[config.mk]
export PLATFORM = sky130hd
export DESIGN_NAME = jvo_pulse_sequencer
export DESIGN_NICKNAME = d
export VERILOG_FILES = /design/src/rtl/jvo_pulse_sequencer.sv
export SDC_FILE = /design/constraint.sdc
export NUM_CORES = 2
export LEC_CHECK = 0
export BUFFER_PORTS_ARGS = -buffer_cell sky130_fd_sc_hd__buf_2
export CORE_AREA = 2 2 577 579
export CTS_CLUSTER_SIZE = 8
export DETAILED_ROUTE_END_ITERATION = 8
export DIE_AREA = 0 0 579 581
export SYNTH_ARGS = -nofsm -noshare
export SYNTH_HDL_FRONTEND = slang
export SYNTH_SLANG_ARGS = --single-unit
[constraint.sdc]
create_clock -name clk_i -period 137 [get_ports clk_i]
set_clock_uncertainty 0.15 [all_clocks]
set_input_delay 6.85 -clock clk_i [delete_from_list [all_inputs] [get_ports clk_i]]
set_output_delay 6.85 -clock clk_i [all_outputs]
set_load 0.01 [all_outputs]
[src/rtl/jvo_pulse_sequencer.sv]
// Run controller for the pulse-generator loop: shadow/active config banks, master period counter, run gate.
// Optional macro JVO_TRIG_SYNC_EN adds a 2-flop synchronizer in front of the trigger edge detector.
module jvo_pulse_sequencer #(
  parameter int NCH = 20,
  parameter int CW  = 32
) (
  input  logic          clk_i,
  input  logic          rst_i,
  input  logic          cfg_wr_i,
  input  logic [5:0]    cfg_addr_i,
  input  logic [31:0]   cfg_wdata_i,
  input  logic          cfg_commit_i,
  input  logic          start_i,
  input  logic          abort_i,
  input  logic          trig_i,
  input  logic          trig_mode_i,
  input  logic [CW-1:0] burst_len_i,
  output logic [CW-1:0] cnt_beg_o [NCH-1:0],
  output logic [CW-1:0] cnt_end_o [NCH-1:0],
  output logic [NCH-1:0] io_init_o,
  output logic [CW-1:0] max_count_o,
  output logic [CW-1:0] count_o,
  output logic          run_o,
  output logic          period_tick_o,
  output logic [CW-1:0] periods_done_o,
  output logic          busy_o,
  output logic          done_o,
  output logic          commit_pending_o,
  output logic [1:0]    state_o
);

  typedef enum logic [1:0] {
    IDLE  = 2'd0,
    ARMED = 2'd1,
    RUN   = 2'd2,
    DONE  = 2'd3
  } state_e;

  localparam logic [CW-1:0] ONE = CW'(1);

  state_e        state_q;
  logic [CW-1:0] count_q, periodsDone_q, maxCount_q, shMax_q, shMax_d;
  logic          run_q, tick_q, busy_q, done_q, pending_q, trigPrev_q;
  logic [CW-1:0] actBeg_q [NCH-1:0];
  logic [CW-1:0] actEnd_q [NCH-1:0];
  logic [CW-1:0] shBeg_q  [NCH-1:0];
  logic [CW-1:0] shEnd_q  [NCH-1:0];
  logic [CW-1:0] shBeg_d  [NCH-1:0];
  logic [CW-1:0] shEnd_d  [NCH-1:0];
  logic [NCH-1:0] ioInit_q, shInit_q, shInit_d;
  logic [CW-1:0] pdPlus;
  logic          commitReq, wrap, applyNow, trigSample, trigEvent;

  // Next shadow contents, so a write in the commit cycle lands in the copy.
  always_comb begin
    shBeg_d  = shBeg_q;
    shEnd_d  = shEnd_q;
    shMax_d  = shMax_q;
    shInit_d = shInit_q;
    if (cfg_wr_i) begin
      if (cfg_addr_i == 6'd40) begin
        shMax_d = CW'(cfg_wdata_i);
      end else if (cfg_addr_i == 6'd41) begin
        shInit_d = NCH'(cfg_wdata_i);
      end else begin
        for (int c = 0; c < NCH; c++) begin
          if (cfg_addr_i == 6'(c)) shBeg_d[c] = CW'(cfg_wdata_i);
          if (cfg_addr_i == 6'(c + 20)) shEnd_d[c] = CW'(cfg_wdata_i);
        end
      end
    end
  end

`ifdef JVO_TRIG_SYNC_EN
  logic [1:0] trigSync_q;
  always_ff @(posedge clk_i or posedge rst_i) begin
    if (rst_i) trigSync_q <= 2'b00;
    else       trigSync_q <= {trigSync_q[0], trig_i};
  end
  assign trigSample = trigSync_q[1];
`else
  assign trigSample = trig_i;
`endif

  assign trigEvent = trigSample & ~trigPrev_q;
  assign commitReq = pending_q | cfg_commit_i;
  assign wrap      = (state_q == RUN) && !abort_i && (count_q == maxCount_q);
  // While running, the active bank may only change on a period boundary.
  assign applyNow  = commitReq && ((state_q != RUN) || wrap);
  assign pdPlus    = periodsDone_q + ONE;

  always_ff @(posedge clk_i or posedge rst_i) begin
    if (rst_i) begin
      for (int c = 0; c < NCH; c++) begin
        shBeg_q[c]  <= '0;
        shEnd_q[c]  <= '0;
        actBeg_q[c] <= '0;
        actEnd_q[c] <= '0;
      end
      shMax_q    <= '0;
      shInit_q   <= '0;
      maxCount_q <= '0;
      ioInit_q   <= '0;
      pending_q  <= 1'b0;
      trigPrev_q <= 1'b0;
    end else begin
      shBeg_q    <= shBeg_d;
      shEnd_q    <= shEnd_d;
      shMax_q    <= shMax_d;
      shInit_q   <= shInit_d;
      trigPrev_q <= trigSample;
      if (applyNow) begin
        actBeg_q   <= shBeg_d;
        actEnd_q   <= shEnd_d;
        maxCount_q <= shMax_d;
        ioInit_q   <= shInit_d;
        pending_q  <= 1'b0;
      end else begin
        pending_q  <= commitReq;
      end
    end
  end

  always_ff @(posedge clk_i or posedge rst_i) begin
    if (rst_i) begin
      state_q       <= IDLE;
      count_q       <= '0;
      periodsDone_q <= '0;
      run_q         <= 1'b0;
      tick_q        <= 1'b0;
      busy_q        <= 1'b0;
      done_q        <= 1'b0;
    end else begin
      tick_q <= 1'b0;
      if (abort_i) begin
        state_q <= IDLE;
        run_q   <= 1'b0;
        done_q  <= 1'b0;
        busy_q  <= 1'b0;
        count_q <= '0;
      end else begin
        unique case (state_q)
          IDLE, DONE: begin
            if (start_i) begin
              done_q  <= 1'b0;
              busy_q  <= 1'b1;
              count_q <= '0;
              if (trig_mode_i) begin
                state_q <= ARMED;
              end else begin
                state_q       <= RUN;
                run_q         <= 1'b1;
                periodsDone_q <= '0;
              end
            end
          end
          ARMED: begin
            if (trigEvent) begin
              state_q       <= RUN;
              run_q         <= 1'b1;
              count_q       <= '0;
              periodsDone_q <= '0;
            end
          end
          RUN: begin
            if (wrap) begin
              count_q       <= '0;
              tick_q        <= 1'b1;
              periodsDone_q <= (&periodsDone_q) ? periodsDone_q : pdPlus;
              if ((burst_len_i != '0) && (pdPlus == burst_len_i)) begin
                state_q <= DONE;
                run_q   <= 1'b0;
                done_q  <= 1'b1;
                busy_q  <= 1'b0;
              end
            end else begin
              count_q <= count_q + ONE;
            end
          end
          default: state_q <= IDLE;
        endcase
      end
    end
  end

  assign cnt_beg_o        = actBeg_q;
  assign cnt_end_o        = actEnd_q;
  assign io_init_o        = ioInit_q;
  assign max_count_o      = maxCount_q;
  assign count_o          = count_q;
  assign run_o            = run_q;
  assign period_tick_o    = tick_q;
  assign periods_done_o   = periodsDone_q;
  assign busy_o           = busy_q;
  assign done_o           = done_q;
  assign commit_pending_o = pending_q;
  assign state_o          = state_q;

endmodule

==> flow_metrics.tcl <==
set metrics [dict create \
    status "complete, no violations" \
    routed_via_density 4.912 \
    dp_hpwl_um 246300 \
    cp_num_buf_inv 9 \
    globalplace.congestion 0.9132 \
    cpMaxStageDelayCell "buf_4" \
    power_density_nw_per_um2 20.80 \
    postLayoutCoreUtil_pct 38.39 \
    p_seq_share_pct 42.3 \
    cp-start-kind "primary input" \
    synthesis.area_um2 103800 \
    clock-root-buffer "clkbuf_16" \
    syn_nets 7499 \
    switching_power_mw 0.8363 \
    finalSetupTns_ns 0 \
    setup_viol 0 \
    crit-reg2reg-launch "max_count_o[24]$_DFFE_PP0P_" \
    path_cells "buf_2 > inv_1 > a31o_2 > nor2b_4 > buf_4 > buf_12 > buf_12 > buf_4 > buf_4 > buf_4 > buf_4 > mux2_2" \
    finalCriticalPeriod_ns 13.22 \
    num_vias 65692 \
    synth_top_area_share_pct 65.93 \
    antenna_found_initial 56 \
    wl_um 374200 \
    min_period_over_period_pct 9.646 \
    critPathMaxStageDelay_ns 0.84 \
    synth_area_leaders "dfrtp_1 66%, mux2_2 23%, nand2_1 4.9%, clkbuf_1 1.2%, o21ai_0 1.1%" \
    die_area_um2 336400 \
    path_delay_family "buffers and inverters" \
    clk_latency_ns 0.93 \
    arrival_ns 13.83 \
    yosys_register_bits 2736 \
    postCtsResizedCells 0 \
    drt_iter0_markers 4605 \
    hold_depth 2 \
    worstSetupPathType "in -> reg" \
    cp.depth 12 \
    rsz0062_at_grt "no" \
    relSlewSlack_pct 21.78 \
    grt_usage_pct 21.68 \
    cpMostUsedCell "buf_4" \
    ys_types 64 \
    hold_violations 0 \
    die_h_um 581 \
    dieWidth_um 579 \
    ant_nets 0 \
    post_drt_wl_per_cell_um 27.98 \
    critical_path.max_fanout 157 \
    synth_edf_count 0 \
    yosys-top-cells-count "2736 x dfrtp_1, 2128 x mux2_2, 1344 x nand2_1" \
    p_leak_nw 65.33 \
    drc 0 \
    htree_levels 5 \
    num-fill-cells 30977 \
    dp_slack_ns 123.18 \
    grt_start_max_net_pins 178 \
    power_frac_clock_pct 32.0 \
    worst_ep_required_time_ns 137.61 \
    p_int_mw 1.797 \
    nets 9006 \
    swShare_pct 31.76 \
    power_mw 2.634 \
    critPathCaptureType "flip-flop" \
    cts_hold_buf 0 \
    drt-pass1-iter-count 8 \
    start_util_pct 31.49 \
    cts_tree "yes" \
    cts_buffers 382 \
    r2r_cells 13 \
    yosysSeqAreaShare_pct 65.93 \
    r2r-end "cnt_beg_o[634]$_DFFE_PP0P_" \
    drv_cap 0 \
    cts_sinks 2736 \
    tightest_slew_ns 1.173 \
    grt.overflow.total 0 \
    post-cts-setup-buffer-count 0 \
    placement.io_buffers 1480 \
    p_comb_share_pct 25.7 \
    grt_pass1_vias 67877 \
    rows 211 \
    yosysMostFrequentCell "dfrtp_1" \
    ios 1481 \
    rrSetupSlack_ns 128.58 \
    drive_gt1_share_pct 47.44 \
    ys_async_sr_fraction_pct 100.0 \
    yosysWarnings 0 \
    slew_violations 0 \
    hp-start "shEnd_q[80]$_DFF_PP0_" \
    clk_pin_slew_worst_paths_ns 0.05 \
    fmax_mhz 75.67 \
    area_delta_synth_final_pct 21.90 \
    coreArea_um2 329700 \
    clk_path_buf_depth 4 \
    syn_area_per_cell_um2 14.00 \
    holdCritPathClass "reg -> reg" \
    ir_drop_mv 0.01283 \
    grt_pass1_wl_um 521100 \
    ys.flop_type "dfrtp_1" \
    synth_top_cell_by_area "dfrtp_1" \
    hold_end "shEnd_q[80]$_DFF_PP0_" \
    fin_ws_ns 123.79 \
    syn_inst 7417 \
]
how the worst max path moves through the flow:
stage / from / to / slack [ns]
6_report: abort_i / cnt_beg_o[634]$_DFFE_PP0P_ / 123.79
5_1_grt: abort_i / io_init_o[1]$_DFFE_PP0P_ / 123.69
4_1_cts: abort_i / io_init_o[0]$_DFFE_PP0P_ / 124.17
3_5_place_dp: abort_i / cnt_beg_o[580]$_DFFE_PP0P_ / 123.18
3_3_place_gp: abort_i / cnt_end_o[206]$_DFFE_PP0P_ / 123.26
2_1_floorplan: rst_i / busy_o$_DFFE_PP0P_ / 52.65
metrics by stage:
stage	cell area [um2]	hold WS [ns]	std cells
2_1_floorplan	103900	0.2859	7417
3_3_place_gp	116200	0.2983	12906
3_5_place_dp	116200	0.3031	12906
4_1_cts	126500	0.3155	13324
5_1_grt	126500	0.3275	13333
6_report	126600	0.3142	13374
area by class of cell:
class                      instances  area (um2)  share of cell area [%]
sequential                      2736       68470                   54.08
clock buffer                     391        9699                   7.662
clock inverter                    27       610.6                  0.4823
inverter                          14       60.06                 0.04744
tap                             4366        5463                   4.315
multi-input combinational       4170       33570                   26.52
timing repair buffer            1620        8598                   6.792
antenna                           50       125.1                 0.09884
power by group through the flow:
stage / logic [mW] / clock network, mW / registers, mW
global route: 0.719 / 0.895 / 1.13
global placement: 0.670 / 0 / 1.11
floorplan: 0.306 / 0 / 1.18
detailed placement: 0.681 / 0 / 1.12
CTS: 0.684 / 0.860 / 1.11
finish: 0.678 / 0.843 / 1.11
cells by family after synthesis:
kind of cell	share of synthesized area, %
compound gates	1.658
xor+xnor	0.8181
fa+ha+maj	0.05783
buf+inv	2.036
flops	65.93
mux	23.12
simple gates	6.384
sequential cells by signal, summed over array words and instances, names as in the netlist, 32 cells and up:
register / flops
cnt_beg_o: 640
cnt_end_o: 640
count_o: 32
max_count_o: 32
periods_done_o: 32
shBeg_q: 640
shEnd_q: 640
shMax_q: 32
cell usage in the layout (no fill, tap or decap), types with 5 or more instances in the layout:
cell          n
inv_16        5
nand3_2      15
or4_1         5
mux2_2     2128
or3_1         9
a21oi_1      38
nor2_4        7
nor2_1       46
o2111ai_1     5
clkinv_16    13
inv_1        12
nor2_2        7
nor2b_1       7
nand2_1    1312
dfrtp_1    2736
nand2_4       5
diode_2      50
xor2_1       30
o22ai_1       8
buf_12        5
nand3_1      35
xnor2_1      67
and4_1        8
nand2b_1      5
and2_1        6
a31oi_1       5
clkbuf_16   387
and3_1       21
nand4_1      22
nor3_1       36
buf_2      1449
buf_4       166
o21ai_0     234
nor4_1       14
nand2_2      27
per-layer routing:
layer | GRT usage [%] | share of wire, %
met1 | 26.67 | 39
met2 | 35.45 | 48
met3 | 6.693 | 8.7
met4 | 8.392 | 3.7
met5 | 0 | 0.0035
worst reg2reg max path, stage by stage (launching register included):
cell and delay [ns]:
dfrtp_1 0.59, xnor2_1 0.17, nand4_1 0.10, nor4_1 0.56, a31o_2 0.30, nor2b_4 0.14, buf_4 0.73, buf_12 0.68
buf_12 1.00, buf_4 0.89, buf_4 0.80, buf_4 0.80, buf_4 0.93, mux2_2 0.44
No activity file was read; power rests on OpenSTA's default activity.
